$ cat src/rtl/prio_enc_pkg.sv
// Shared definitions for the prio_enc_rr block.
//   prio_mode_e : selects fixed-priority or round-robin arbitration.
//   idx_w(n)    : width of an index into n request lines, at least 1 bit.
//   DEFAULT_*   : parameter defaults used by the top level.
package prio_enc_pkg;

    typedef enum logic {
        MODE_FIXED = 1'b0,
        MODE_RR    = 1'b1
    } prio_mode_e;

    localparam int DEFAULT_N     = 8;
    localparam int DEFAULT_RR_EN = 1;

    function automatic int idx_w(input int n);
        return (n > 2) ? $clog2(n) : 1;
    endfunction

endpackage

$ cat src/rtl/prio_enc_fixed.sv
// Combinational highest-set-bit encoder.
//   req   : N request lines, bit N-1 has the highest priority
//   idx   : index of the highest set bit (0 when none is set)
//   found : at least one request bit is set
module prio_enc_fixed
    import prio_enc_pkg::*;
#(
    parameter int N = DEFAULT_N,
    parameter int W = idx_w(N)
) (
    input  logic [N-1:0] req,
    output logic [W-1:0] idx,
    output logic         found
);

    // Ascending scan: the last hit, i.e. the highest set bit, wins.
    always_comb begin
        idx   = '0;
        found = 1'b0;
        for (int i = 0; i < N; i++) begin
            if (req[i]) begin
                idx   = W'(i);
                found = 1'b1;
            end
        end
    end

endmodule

$ cat src/rtl/prio_enc_rr.sv
// Registered N-input priority encoder with fixed or round-robin arbitration
// and valid/ready handshakes on both sides.
//   clk, rst             : clock, synchronous active-high reset
//   number, en, mode     : request vector, enable, arbitration mode
//   in_valid / in_ready  : input handshake (in_ready combinational from out_ready)
//   Y, grant, none       : winning index, one-hot winner, no-winner flag
//   out_valid / out_ready: output handshake
module prio_enc_rr
    import prio_enc_pkg::*;
#(
    parameter  int N     = DEFAULT_N,
    parameter  int RR_EN = DEFAULT_RR_EN,
    localparam int W     = idx_w(N)
) (
    input  logic         clk,
    input  logic         rst,
    input  logic [N-1:0] number,
    input  logic         en,
    input  logic         mode,
    input  logic         in_valid,
    output logic         in_ready,
    output logic [W-1:0] Y,
    output logic [N-1:0] grant,
    output logic         none,
    output logic         out_valid,
    input  logic         out_ready
);

    // One extra bit so that sums of two indices never overflow before the
    // explicit mod-N correction.
    localparam logic [W:0]   N_EXT    = (W + 1)'(N);
    localparam logic [W-1:0] LAST_IDX = W'(N - 1);

    logic [W-1:0] ptr_reg;
    logic [W-1:0] y_reg;
    logic [N-1:0] grant_reg;
    logic         none_reg;
    logic         out_valid_reg;

    prio_mode_e   mode_e;
    logic         use_rr;
    logic         accept;
    logic [N-1:0] rot_req;
    logic [N-1:0] enc_req;
    logic [W-1:0] enc_idx;
    logic         enc_found;
    logic [W:0]   rr_sum;
    logic [W-1:0] rr_win;
    logic [W-1:0] win_idx;
    logic         hit;
    logic [W-1:0] res_y;
    logic [N-1:0] res_grant;
    logic         res_none;
    logic [W-1:0] ptr_next;

    assign mode_e = prio_mode_e'(mode);
    assign use_rr = (RR_EN != 0) && (mode_e == MODE_RR);

    assign in_ready = !out_valid_reg || out_ready;
    assign accept   = in_valid && in_ready;

    // Rotate the requests so that requester ptr sits at the MSB:
    // rot_req[j] = number[(ptr + j + 1) mod N]. The highest rotated bit is then
    // the first requester found walking down from ptr with wraparound.
    for (genvar gi = 0; gi < N; gi++) begin : g_rot
        logic [W:0]   src_sum;
        logic [W-1:0] src_idx;
        assign src_sum     = {1'b0, ptr_reg} + (W + 1)'(gi + 1);
        assign src_idx     = (src_sum >= N_EXT) ? W'(src_sum - N_EXT) : src_sum[W-1:0];
        assign rot_req[gi] = number[src_idx];
    end

    assign enc_req = use_rr ? rot_req : number;

    prio_enc_fixed #(
        .N (N),
        .W (W)
    ) u_enc (
        .req   (enc_req),
        .idx   (enc_idx),
        .found (enc_found)
    );

    // Undo the rotation: winner = (ptr + j + 1) mod N.
    assign rr_sum  = {1'b0, ptr_reg} + {1'b0, enc_idx} + (W + 1)'(1);
    assign rr_win  = (rr_sum >= N_EXT) ? W'(rr_sum - N_EXT) : rr_sum[W-1:0];
    assign win_idx = use_rr ? rr_win : enc_idx;

    assign hit      = en && enc_found;
    assign res_y    = hit ? win_idx : '0;
    assign res_none = !hit;

    for (genvar gi = 0; gi < N; gi++) begin : g_grant
        assign res_grant[gi] = hit && (win_idx == W'(gi));
    end

    // The winner becomes lowest priority on the next round-robin decision.
    assign ptr_next = (win_idx == '0) ? LAST_IDX : win_idx - W'(1);

    always_ff @(posedge clk) begin
        if (rst) begin
            out_valid_reg <= 1'b0;
            y_reg         <= '0;
            grant_reg     <= '0;
            none_reg      <= 1'b1;
            ptr_reg       <= LAST_IDX;
        end else begin
            if (accept) begin
                out_valid_reg <= 1'b1;
                y_reg         <= res_y;
                grant_reg     <= res_grant;
                none_reg      <= res_none;
                if (use_rr && hit) begin
                    ptr_reg <= ptr_next;
                end
            end else if (out_ready) begin
                // Result consumed with nothing new: data outputs keep their values.
                out_valid_reg <= 1'b0;
            end
        end
    end

    assign Y         = y_reg;
    assign grant     = grant_reg;
    assign none      = none_reg;
    assign out_valid = out_valid_reg;

endmodule
$ cat config.mk
export PLATFORM = sky130hd
export DESIGN_NAME = prio_enc_rr
export DESIGN_NICKNAME = d
export VERILOG_FILES = /design/src/rtl/prio_enc_pkg.sv /design/src/rtl/prio_enc_fixed.sv /design/src/rtl/prio_enc_rr.sv
export SDC_FILE = /design/constraint.sdc
export NUM_CORES = 1
export LEC_CHECK = 0
export ABC_AREA = 1
export BUFFER_PORTS_ARGS = -buffer_cell sky130_fd_sc_hd__buf_2
export CAP_MARGIN = 10
export CORE_UTILIZATION = 50
export CTS_BUF_LIST = sky130_fd_sc_hd__clkbuf_4
export CTS_CLUSTER_SIZE = 25
export DETAILED_ROUTE_END_ITERATION = 12
export PLACE_DENSITY = 0.83
export SETUP_SLACK_MARGIN = 0.4
export SYNTH_ARGS = -nofsm -noshare
export SYNTH_HDL_FRONTEND = slang
export SYNTH_SLANG_ARGS = --single-unit
$ cat constraint.sdc
create_clock -name clk -period 3.15 [get_ports clk]
set_input_delay 0.1575 -clock clk [delete_from_list [all_inputs] [get_ports clk]]
set_output_delay 0.1575 -clock clk [all_outputs]
set_load 0.02 [all_outputs]
* After elaboration in Yosys (flattened, before gate mapping)
Cells that the tools add are included.
Storage, ports and cells: input bits 14, output and inout port bits 14, register bits 16, word-level logic and storage cells 112
Operators by class: $add $sub $neg 20, muxes and demuxes 46, $lt $le $gt $ge 17, equal/unequal tests 7, reductions and logical operators 17
Operator list (number):
- 2-to-1 mux 3 bit | 16
- greater-or-equal comparator 4 bit, second input constant | 9
- < comparator 3 x 4 -> 1 bit, second input constant | 8
- subtractor 3 x 1 -> 3 bit, second input constant | 10
- binary-select mux 1 bit (select 3 bit) | 8
- 2-to-1 mux 1 bit | 19
- adder 3 x 3 -> 4 bit, second input constant | 4
- == test 3 bit, second input constant | 4
- logical AND 1 bit | 11
- adder 3 x 2 -> 4 bit, second input constant | 2
- 2-to-1 mux 8 bit | 1
- == test 3 x 2 -> 1 bit, second input constant | 2
- adder 3 x 1 -> 4 bit, second input constant | 1
- adder 3 x 3 -> 4 bit | 1
- adder 3 x 4 -> 4 bit, second input constant | 1
- adder 4 x 1 -> 4 bit, second input constant | 1
- 2-to-1 mux 2 bit | 2
- == test 3 x 1 -> 1 bit, second input constant | 1
- zero test 3 bit | 1
- zero test 1 bit | 2
- AND reduction 2 bit | 1
- nonzero test 2 bit | 1
- logical OR 1 bit | 1

* Logic depth before layout (Yosys ltp)
Gate-level depths: netlist (run 1).
depth after elaboration 20, gate-level depth with buffers 27

* Modules after synthesis
A second synthesis (run 1) with hierarchy kept.
Unflattened totals: cells, all modules 232, area total of the unflattened synthesis 1418.9 µm²
Modules (own cells, without submodules):
- prio_enc_rr | area an instance 1341.3 µm², sequential area each 320.3 µm², cells an instance 212, instances 1
- prio_enc_fixed | area an instance 77.6 µm², sequential area each 0.0 µm², cells an instance 20, instances 1

* Worst setup path before layout (run 1)
No wires, ideal clock.
path kind reg-to-reg, start point register ptr_reg[1], end point register ptr_reg[2], required time 3028 ps, path slack -287 ps, arrival 3315 ps, cell stages (with the launch flop) 25, path through dfxtp_1 -> inv_2 -> ha_1 -> inv_1 -> nand3_1 -> nand3_1 -> nand3_1 -> nand2_1 -> nand2_1 -> nand2_1 -> nand2_1 -> nand2_1 -> a21boi_0 -> ha_1 -> inv_1 -> fa_1 -> inv_1 -> o21ai_1 -> inv_1 -> ha_1 -> or2_2 -> nand2_1 -> nand2_1 -> nand2_1 -> nand3_1
On the way: longest elaborated chain between the ends 20, elaborated cells between the ends (all ways) 76, classes of those cells add/sub: 20; order compare: 9; mux: 43; reduce/logical: 4
RTL lines:
- start: declaration | RTL line prio_enc_rr.sv:34 | logic [W-1:0] ptr_reg;
- start signal: assignment | RTL line prio_enc_rr.sv:114 | ptr_reg <= ptr_next;
- adder 3 x 2 -> 4 bit | RTL line prio_enc_rr.sv:68 | assign src_sum = {1'b0, ptr_reg} + (W + 1)'(gi + 1);
- greater-or-equal comparator 4 bit or subtractor 3 x 1 -> 3 bit (tied branches) | RTL line prio_enc_rr.sv:69 | assign src_idx = (src_sum >= N_EXT) ? W'(src_sum - N_EXT) : src_sum[W-1:0];
- 2-to-1 mux 3 bit | RTL line prio_enc_rr.sv:69
- binary-select mux 1 bit (select 3 bit) | RTL line prio_enc_rr.sv:70 | assign rot_req[gi] = number[src_idx];
- 2-to-1 mux 1 bit (not written as such) | RTL line prio_enc_rr.sv:70
- 2-to-1 mux 8 bit | RTL line prio_enc_rr.sv:73 | assign enc_req = use_rr ? rot_req : number;
- 2-to-1 mux 1 bit | RTL line prio_enc_fixed.sv:21 | if (req[i]) begin
- 2-to-1 mux 2 bit (2 in a row) | RTL line prio_enc_fixed.sv:21
- 2-to-1 mux 3 bit (4 in a row) | RTL line prio_enc_fixed.sv:21
- adder 3 x 3 -> 4 bit | RTL line prio_enc_rr.sv:85 | assign rr_sum = {1'b0, ptr_reg} + {1'b0, enc_idx} + (W + 1)'(1);
- adder 4 x 1 -> 4 bit | RTL line prio_enc_rr.sv:85
- greater-or-equal comparator 4 bit or subtractor 3 x 1 -> 3 bit (tied branches) | RTL line prio_enc_rr.sv:86 | assign rr_win = (rr_sum >= N_EXT) ? W'(rr_sum - N_EXT) : rr_sum[W-1:0];
- 2-to-1 mux 3 bit | RTL line prio_enc_rr.sv:86
- 2-to-1 mux 3 bit | RTL line prio_enc_rr.sv:87 | assign win_idx = use_rr ? rr_win : enc_idx;
- subtractor 3 x 1 -> 3 bit or zero test 3 bit (tied branches) | RTL line prio_enc_rr.sv:98 | assign ptr_next = (win_idx == '0) ? LAST_IDX : win_idx - W'(1);
- 2-to-1 mux 3 bit | RTL line prio_enc_rr.sv:98
Parallel ways exist; a longest one is shown, timed or not. The select of a mux whose other input is x is not followed. A chain may end at the register's enable or synchronous reset.

* Final worst setup path (run 1)
start point register ptr_reg[0], end point register ptr_reg[2]
The elaborated chain is that of the path after synthesis.

==> key figures, run 1 <==
Placed design
  • GPL Wtd Cong: around 0.84
  • Post-DP HPWL: around 2500 um
  • Post-DP Area: between 1500 and 2000 sq um
  • Placement Setup Slack: -18.3 ps
  • Port bufs: 27

Clock tree
  • Cts hold-fix bufs: 0
  • Reg clk slew, reported paths: 100 ps
  • Worst-Skew Late Latency: 300 ps
  • CTS buffer count: 3
  • CTS tree: done
  • Clock sinks: 16
  • Bufs on Longest Clock Path: 2
  • H-tree levels: 1
  • Root buffer cell: clkbuf_4

Setup path
  • Beginning of the critical path: ptr_reg[0]
  • RR Endpoint: ptr_reg[2]
  • Kind of critical path: flip-flop to flip-flop
  • Flop2flop setup slack: -160 ps
  • WP data required: 3350 ps
  • Crit. End Element: flip-flop
  • Cell mode on critical path: nand2_2
  • CP endpoint: ptr_reg[2]
  • Slowest cell delay on critical path: 560 ps
  • R2R Path Start: ptr_reg[0]
  • Crit path DAT: 3510 ps
  • Reg2Reg Depth: 25
  • Startpoint types: flip-flop
  • Crit Path Max Fanout: 8
  • Slowest cell on crit path: fa_1

Die
  • Chip height: 54.2 um
  • Die area: 2940 sq um
  • Die W: 54.2 um
  • Total core area: 2520 sq um
  • I/O pin total: 28
  • Std cell rows: 18
  • Initial Util: 54.0%

Timing
  • WHS: between 100 and 150 ps
  • Maximum clock frequency: 302 MHz
  • RSZ-0062 raised after global routing: true
  • Max-slew violation count: 0
  • Min setup slack post-route: -164 ps
  • Slew headroom: 73.2%
  • Period utilisation layout: 105%
  • Worst Tran Pin Value: 401 ps
  • Minimum clock period: 3310 ps
  • Final Hold Viols: 0
  • Clk_skew: 2.69 ps
  • Final setup vio count: 6

Power
  • Pwr Density: 336 nW/um^2
  • Maximum vdd drop: 0.000368 V
  • P_leak: just over 0.9 nW

Yosys
  • Unique masters post-synth: 30
  • Mapped Avg Cell Area: roughly 6.4 sq um
  • Total number of yosys warnings: 0
  • Post-Synthesis Cells: 213
  • Mapped Area: between 1000 and 1500 sq um
  • Seq/Total Area, Yosys: approximately a quarter
  • FF+latch count, synth: 16
  • Post-synthesis net count: 236

Cells and area
  • Layout Nets: 281
  • Design area: 1940 sq um
  • Max FFs per register: 8
  • Area of the multi-input gates: 1150 sq um
  • Commonest non-fill, non-tap cell in the layout: nand2_1
  • Most frequent cells in the layout: nand2_1, buf_2, nand3_1
  • Fillcell total: 159
  • Area delta synth->final: 42.5%
  • Layout cells sized above 1: 48.2%
  • Antenna cells: 0
  • FF/Latch Area: about 330 sq um

Detailed routing
  • ANT nets after route: 0
  • Via/cell ratio: 5.62
  • DR iter-0 viols: between 80 and 90
  • DRC viols: 0
  • WL final: around 4300 um
  • 1st-pass router iterations: 4
  • Vias: ~1,600
  • Routed WL per cell: 14.9 um

GRT
  • Total grt overflow: 0
  • Global-route wire length before repair: 5950 um
  • GRT Overall Usage: 28.5%
  • Vias in the first global route: 1,339
  • Initial antenna violation count: 0
  • Largest net degree at the start of global routing: 18

Worst hold path
  • Class of the worst hold path: input port to flip-flop

Run status
  • Failing checks: setup timing
  • Status: finished, violations left

Job
  • Max-Cap Viols: 0
## routing by layer
metal	up-vias	GRT usage (%)	share of wire, %
li1	773	-	-
met1	750	37.8	43
met2	75	44.3	47
met3	14	7.34	7.6
met4	0	9.83	2.4
met5	-	0	0
## synthesized netlist by cell type (all sizes together)
cell type   n  share of area, %
buf         4               2.3
a21boi      1              0.55
nor2       10               4.0
nand2      81                25
xor2        1               1.2
o21ai       8               4.9
or2         3               1.4
o211ai      2               1.1
fa          1               1.5
dfxtp      16                24
o22ai       1              0.46
nand3b      1              0.55
a21oi      12               4.7
ha          8               7.4
nand4       1              0.46
nand3      39                14
clkbuf      1              0.28
inv        23               6.5
## stage by stage
stage / instances / TNS [ps] / utilization (%) / power (W)
after floorplan: 213 / 0 / - / 0.000394
after global placement: 272 / 0 / 64.0 / 0.000445
after detailed placement: 272 / -18.3 / 64.0 / 0.000449
after CTS: 283 / 0 / 70.5 / 0.000589
after global routing: 287 / -2090 / 76.9 / 0.000685
final: 287 / -408 / 76.9 / 0.000652
## cells by family (layout without fill, tap and decap cells)
group	count (synthesis)	count (layout)	share of synthesized area, %
flops	16	16	23.5
simple gates	135	135	45.7
buf+inv	28	72	9.10
fa+ha+maj	9	9	8.82
compound gates	24	24	11.7
xor+xnor	1	1	1.20
## report_power, final
part	leakage, nW	switching (W)	internal (W)
Combinational	0.769	0.000192	0.000124
Sequential	0.130	0.00000668	0.000210
Clock	0.0154	0.0000730	0.0000463
Total	0.915	0.000272	0.000380
## how the worst min path moves through the flow
stage          slack, ps       from  cells past startpoint        end
6_report             140  out_ready                      4  out_valid
2_1_floorplan        230        rst                      1   grant[2]
4_1_cts              140  out_ready                      4  out_valid
5_1_grt              170  out_ready                      4  out_valid
3_5_place_dp         460   grant[5]                      2   grant[5]
3_3_place_gp         450   grant[0]                      2   grant[0]
## cell type report
cell class / count / share of cell area, %
Clock buffer: 3 / 1.16
Clock inverter: 1 / 0.194
Inverter: 23 / 5.35
Multi-Input combinational cell: 169 / 59.3
Sequential cell: 16 / 16.9
Tap cell: 30 / 1.94
Timing Repair Buffer: 45 / 15.2
## worst max-delay path, delay by kind of cell (launching register included)
family / cells / cell delay, ps
adders and majority gates: 3 / 910
buffers and inverters: 5 / 340
AOI/OAI and AO/OA: 2 / 330
and+or+nand+nor: 15 / 1230
DFF: 1 / 400
## timing repair
item / CTS / global route
buffers inserted: 7 / 4
gates cloned: 0 / 0
pin swaps: 6 / 15
endpoints found under the setup margin: 12 / 12
gates resized for setup: 17 / 33
Note: power is estimated with default switching activity, not from simulation.
==> inputs of run 2 (changes only) <==
--- a/config.mk
+++ b/config.mk
@@ -8,6 +8,7 @@
 export ABC_AREA = 1
 export BUFFER_PORTS_ARGS = -buffer_cell sky130_fd_sc_hd__buf_2
 export CAP_MARGIN = 10
+export CORE_MARGIN = 10
 export CORE_UTILIZATION = 50
 export CTS_BUF_LIST = sky130_fd_sc_hd__clkbuf_4
 export CTS_CLUSTER_SIZE = 25
==> run 2 against run 1 <==
Net effect: the run still ends with setup timing left; global-route usage fell by 14 points; total power fell by 4.4%; worst setup slack improved by 160 ps; clock skew rose by 1.8 ps; clock power barely moved; sequential share of layout area rose by 0.48 points; critical endpoint unchanged; largest cell class unchanged; largest power group unchanged; highest routed layer unchanged.
==> key figures, run 2 (synthesis results as in run 1) <==
Cells and area
  • Most frequent cells in the layout: nand2_1, nand3_1, buf_2
  • Util after Layout: 74.1%
  • Layout cells sized above 1: 46.2%
  • Fillcell total: between 150 and 200
  • Design area: roughly 1900 sq um
  • Commonest non-fill, non-tap cell in the layout: nand2_1
  • Antenna cells: 0
  • Final std cells w/o fill: slightly below 300
  • Area delta synth->final: 38.5%
  • Max FFs per register: 8
  • Layout Nets: approximately 280

Die
  • Initial Util: approximately 53%
  • Total core area: 2540 sq um
  • Chip height: 72.2 um
  • Std cell rows: 18
  • Die area: 5210 sq um
  • I/O pin total: 28
  • Die W: between 70 and 80 um

Timing
  • Period utilisation layout: 100%
  • Max-slew violation count: 0
  • Final setup vio count: 1
  • Min setup slack post-route: -1.86 ps
  • Slew headroom: a little over two thirds
  • RSZ-0062 raised after global routing: true
  • Worst Tran Pin Value: around 450 ps
  • Clk_skew: about 4.5 ps
  • Minimum clock period: 3150 ps
  • Final Hold Viols: 0
  • Maximum clock frequency: ~320 MHz

Clock tree
  • Cts hold-fix bufs: 0
  • Worst-Skew Late Latency: ~300 ps
  • CTS buffer count: 3
  • H-tree levels: 1
  • Clock sinks: 16
  • CTS tree: done
  • Reg clk slew, reported paths: 100 ps
  • Bufs on Longest Clock Path: 2
  • Root buffer cell: clkbuf_4

Setup path
  • Cell mode on critical path: nand3_1
  • Worst path top cell family by delay: adder cells
  • Kind of critical path: flip-flop to flip-flop
  • Startpoint types: flip-flop
  • Flop2flop setup slack: -2 ps
  • Slowest cell on crit path: fa_1
  • CP bufs+invs: 5
  • Crit path DAT: 3350 ps
  • Crit. End Element: flip-flop
  • Crit-path cells: inv_8, ha_4, inv_6, nand3_1, nand3_1, nand3_1, o21ai_2, nand2_1, nand2_2, a21boi_2, ha_2, inv_2, fa_1, inv_1, o21ai_2, inv_2, ha_2, or2_4, nand2_2, nand2_2, nand2_1, nand3_1
  • Crit Path Max Fanout: 6
  • WP data required: 3350 ps
  • Slowest cell delay on critical path: 490 ps

Detailed routing
  • Routed WL per cell: 14.3 um
  • Via/cell ratio: 5.30
  • ANT nets after route: 0
  • WL final: between 4000 and 5000 um
  • 1st-pass router iterations: 4
  • DR iter-0 viols: 112
  • Vias: between 1,500 and 2,000
  • DRC viols: 0

GRT
  • Initial antenna violation count: 0
  • Largest net degree at the start of global routing: 18
  • GRT Overall Usage: 14.1%
  • Vias in the first global route: 1,455
  • Global-route wire length before repair: 6340 um
  • Total grt overflow: 0

Power
  • P_sw: approximately 0.00025 W
  • Maximum vdd drop: 0.000480 V
  • Sequential share of power: 34.9%
  • Switching Share: 40.1%
  • P_leak: 0.915 nW
  • Pwr Density: 331 nW/um^2
  • Internal power: 0.000373 W
  • Comb power frac: 46.4%
  • Clock share of power: 18.7%
  • Overall power: between 0.0006 and 0.0007 W

Placed design
  • Post-DP HPWL: 2790 um
  • Placed cells: between 200 and 300
  • Post-DP Area: 1610 sq um
  • Port bufs: 27
  • GPL Wtd Cong: 0.941
  • Placement Setup Slack: -73.9 ps

Run status
  • Status: finished, violations left
  • Failing checks: setup timing

Job
  • Max-Cap Viols: 0

Worst hold path
  • Class of the worst hold path: input port to flip-flop
==> run 2: changes by cell type in the layout (fill, tap and decap cells not counted), moves of 2 or more <==
cell and delta:
nand3_2 -5, inv_1 +2, ha_1 +2, nand2_1 -3
nand2_2 +4, ha_4 -2, buf_4 +5, nand3_1 +5
==> run 2: timing repair <==
| action | in CTS | in global routing |
|---|---|---|
| pin swaps | 8 | 11 |
| endpoints found under the hold margin | 0 | 0 |
| setup endpoints to repair | 12 | 12 |
| setup buffers | 11 | 4 |
| resized for setup | 10 | 28 |
==> run 2: tightest hold or removal path: cells and delay by family <==
family	cells	cell delay (ps)
compound gates	1	80
buf+inv	2	100
simple gates	1	70
==> run 2: final timing paths <==
| check | start | endpoint | cells past startpoint |
|---|---|---|---|
| min | out_ready | out_valid | 4 |
| min reg2reg | grant[7] | grant[7] | 2 |
| max | ptr_reg[0] | ptr_reg[2] | 22 |
| max reg2reg | ptr_reg[0] | ptr_reg[2] | 22 |
==> run 2: area by class of cell <==
cell class | count | area, sq um | area share, %
inverter | 23 | 101 | 5.37
clock buffer | 3 | 22.5 | 1.19
clock inverter | 1 | 3.75 | 0.199
timing repair buffer | 48 | 300 | 15.9
multi-input combinational | 169 | 1090 | 57.9
tap | 30 | 37.5 | 1.99
sequential | 16 | 328 | 17.4
==> run 2: power by group through the flow <==
stage               sequential [W]  clock [W]  combinational (W)
global placement          0.000222          0           0.000224
CTS                       0.000217   0.000116           0.000249
finish                    0.000217   0.000117           0.000289
detailed placement        0.000222          0           0.000226
floorplan                 0.000229          0           0.000165
global route              0.000218   0.000125           0.000321
==> run 2: stage by stage <==
step | setup TNS [ps] | hold WS [ps]
2_1_floorplan | 0 | 227
3_3_place_gp | 0 | 451
3_5_place_dp | -73.9 | 454
4_1_cts | 0 | 159
5_1_grt | -1080 | 201
6_report | -1.86 | 149
==> run 2: layer usage <==
metal  up-vias  part of all wire (%)  GRT usage (%)
met5         -                     0              0
met4         0                  0.51          0.645
met3         2                   7.6           4.35
met2        46                    49           23.4
met1       703                    42           18.1
li1        787                     -              -
==> inputs of run 3 (changes only) <==
--- a/config.mk
+++ b/config.mk
@@ -13,8 +13,9 @@
 export CTS_BUF_LIST = sky130_fd_sc_hd__clkbuf_4
 export CTS_CLUSTER_SIZE = 25
 export DETAILED_ROUTE_END_ITERATION = 12
-export PLACE_DENSITY = 0.83
+export PLACE_DENSITY = 0.82
 export SETUP_SLACK_MARGIN = 0.4
 export SYNTH_ARGS = -nofsm -noshare
 export SYNTH_HDL_FRONTEND = slang
+export SYNTH_HIERARCHICAL = 1
 export SYNTH_SLANG_ARGS = --single-unit
==> run 3 against run 2 <==
Net effect: the flow now finishes without violations; total power rose by 5.5%; flip-flop and latch count did not move; worst setup slack improved by 150 ps; global-route usage fell by 0.10 points; core utilization fell by 7.2 points; maximum frequency rose by 5.0%; critical path type unchanged; critical endpoint is now ptr_reg[1]; largest cell class unchanged.
==> key figures, run 3 <==
Yosys
  • Yosys top cell by area: nand2_1
  • Post-Synthesis Cells: around 230
  • Post-synth EDFFs: 0
  • FFs w/ async S/R, synth: 0%
  • Top post-synthesis cells by area: nand2_1, dfxtp_1, a21oi_1, inv_1, nand3_1
  • Mapped Area: 1420 sq um
  • Unique masters post-synth: 25
  • Mapped Avg Cell Area: 6.12 sq um
  • Total number of yosys warnings: 6
  • Seq/Total Area, Yosys: 22.6%
  • Area share of the largest cell type after synthesis: 24.6%
  • FF+latch count, synth: 16
  • Main flop type after synthesis: dfxtp_1
  • Post-synthesis net count: between 200 and 300
  • Cell with the most instances after synthesis: nand2_1
  • Post-synth top cells: nand2_1, inv_1, a21oi_1

Setup path
  • Slowest cell delay on critical path: 420 ps
  • Kind of critical path: flip-flop to flip-flop
  • RR Endpoint: ptr_reg[1]
  • Flop2flop setup slack: 150 ps
  • Worst path top cell family by delay: adder cells
  • Crit path DAT: ~3200 ps
  • CP endpoint: ptr_reg[1]
  • WP data required: 3340 ps
  • Slowest cell on crit path: dfxtp_4
  • Startpoint types: flip-flop
  • Crit-path cells: inv_8, ha_4, xor2_2, inv_1, nand3_1, nand2_1, nand2_1, nand2_1, inv_1, nand2_1, nand2_1, nand2_1, nand2_1, nand2_1, nand2_2, inv_2, ha_4, fa_1, nand2_1, inv_2, nor2_4, ha_4, a21oi_2, o21ai_1
  • Cell mode on critical path: nand2_1
  • R2R Path Start: ptr_reg[0]
  • CP bufs+invs: 5
  • Beginning of the critical path: ptr_reg[0]
  • Reg2Reg Depth: 24
  • Crit. End Element: flip-flop
  • Crit Path Max Fanout: 8
  • Stages on worst setup path: 24

Clock tree
  • CTS buffer count: 3
  • Clock sinks: 16
  • Worst-Skew Late Latency: roughly 290 ps
  • CTS tree: done
  • H-tree levels: 1
  • Reg clk slew, reported paths: 100 ps
  • Cts hold-fix bufs: 0
  • Root buffer cell: clkbuf_4
  • Bufs on Longest Clock Path: 2

Power
  • Pwr Density: 360 nW/um^2
  • Clock share of power: 17.3%
  • Overall power: approximately 0.00066 W
  • Internal power: ~0.00039 W
  • P_leak: 0.984 nW
  • Switching Share: 41.3%
  • P_sw: 0.000272 W
  • Comb power frac: roughly half
  • Maximum vdd drop: 0.000346 V
  • Sequential share of power: 33.5%

Placed design
  • GPL Wtd Cong: 0.896
  • Post-DP HPWL: 2660 um
  • Port bufs: 27
  • Placement Setup Slack: 69.6 ps
  • Post-DP Area: 1590 sq um

Timing
  • RSZ-0062 raised after global routing: true
  • Maximum clock frequency: 333 MHz
  • Setup total negative slack: 0 ps
  • Final Hold Viols: 0
  • Minimum clock period: 3000 ps
  • Min setup slack post-route: 148 ps
  • Slew headroom: 78.6%
  • Clk_skew: roughly 2.7 ps
  • Period utilisation layout: a little over nine tenths
  • Max-slew violation count: 0
  • Worst Tran Pin Value: 321 ps
  • Final setup vio count: 0

Cells and area
  • Fillcell total: 227
  • Max FFs per register: 8
  • Commonest non-fill, non-tap cell in the layout: nand2_1
  • Layout Nets: a little under 300
  • Area delta synth->final: 28.9%
  • Design area: roughly 1800 sq um
  • Antenna cells: 0
  • Util after Layout: approximately two thirds
  • Most frequent cells in the layout: nand2_1, buf_2, inv_1
  • Layout cells sized above 1: a little over a third

GRT
  • Global-route wire length before repair: 6260 um
  • Vias in the first global route: 1,453
  • Grt met1 use: between 15 and 20%
  • Met3 usage: 2.69%
  • Met2 GRT Util: 24.1%
  • Largest net degree at the start of global routing: 17
  • Total grt overflow: 0
  • GRT Overall Usage: 14.0%
  • Initial antenna violation count: 0
  • Global routing's busiest layer: met2

Detailed routing
  • Vias: 1,557
  • DRC viols: 0
  • DR iter-0 viols: 89
  • WL final: 3840 um
  • Routed WL per cell: 12.7 um
  • 1st-pass router iterations: 4
  • Via/cell ratio: 5.14
  • ANT nets after route: 0

Die
  • Die W: 73.3 um
  • Die area: 5370 sq um
  • Std cell rows: 19
  • Chip height: 73.3 um
  • I/O pin total: 28
  • Initial Util: 51.9%
  • Total core area: 2730 sq um

Job
  • Max-Cap Viols: 0

Run status
  • Status: finished, final reports clean

Worst hold path
  • Class of the worst hold path: input port to flip-flop
run 3: cell count changes after synthesis, sizes merged, moves of 2 or more:
cell	previous run	this run
o21ai	8	4
buf	4	6
o211ai	2	0
inv	23	36
a21oi	12	24
or2	3	0
nand4	1	3
nand2	81	100
xor2	1	3
ha	8	5
nand3	39	22
run 3: power groups by stage:
stage          clock network [W]  registers [W]  logic (W)
6_report                0.000114       0.000220   0.000324
5_1_grt                 0.000124       0.000222   0.000360
4_1_cts                 0.000116       0.000220   0.000285
3_5_place_dp                   0       0.000226   0.000246
3_3_place_gp                   0       0.000226   0.000244
2_1_floorplan                  0       0.000231   0.000194
run 3: how the worst min path moves through the flow:
stage               cells past startpoint         to  slack, ps      start
floorplan                               2       none        340   in_valid
global placement                        2   grant[0]        450   grant[0]
detailed placement                      2   grant[0]        460   grant[0]
CTS                                     4  out_valid        170  out_ready
global route                            4  out_valid        170  out_ready
finish                                  4  out_valid        170  out_ready
run 3: area by class of cell:
type,count,area [sq um],area share (%)
clock buffers,3,22.5,1.23
clock inverters,1,3.75,0.205
inverters,36,148,8.07
multi-input cells,172,1020,55.6
flip-flops and latches,16,329,18.0
well taps,31,38.8,2.12
repair buffers,44,270,14.8
run 3: cell families (layout without fill, tap and decap cells):
logic type | count (synthesis) | after routing | synth area share, %
AOI/OAI and AO/OA | 28 | 28 | 10.1
xor gates and xnor gates | 3 | 3 | 1.85
adders and majority gates | 6 | 6 | 5.82
buffers and inverters | 44 | 84 | 14.5
DFF | 16 | 16 | 22.6
and+or+nand+nor | 135 | 135 | 45.1
run 3: metrics by stage:
step           hold WS, ps  cells
2_1_floorplan          343    232
3_3_place_gp           453    285
3_5_place_dp           456    285
4_1_cts                168    300
5_1_grt                174    303
6_report               168    303
run 3: routing by layer:
layer,wire (um),up-vias
li1,-,800
met1,1660,716
met2,1960,33
met3,170,8
met4,55,0
met5,0,-
run 3: worst register-to-register path, stage by stage, from the launching register on:
cell and delay (ps):
dfxtp_4 420, inv_8 60, ha_4 160, xor2_2 190, inv_1 80, nand3_1 80
nand2_1 50, nand2_1 50, nand2_1 40, inv_1 60, nand2_1 50, nand2_1 50
nand2_1 40, nand2_1 50, nand2_1 60, nand2_2 80, inv_2 50, ha_4 150
fa_1 420, nand2_1 100, inv_2 60, nor2_4 200, ha_4 240, a21oi_2 110
o21ai_1 70
run 3: timing repair:
| action | 4_1_cts | 5_1_grt |
|---|---|---|
| buffers inserted | 11 | 3 |
| resized for setup | 15 | 16 |
| gates cloned | 0 | 0 |
| setup endpoints to repair | 12 | 12 |
| pin swaps | 8 | 10 |
| hold endpoints to repair | 0 | 0 |
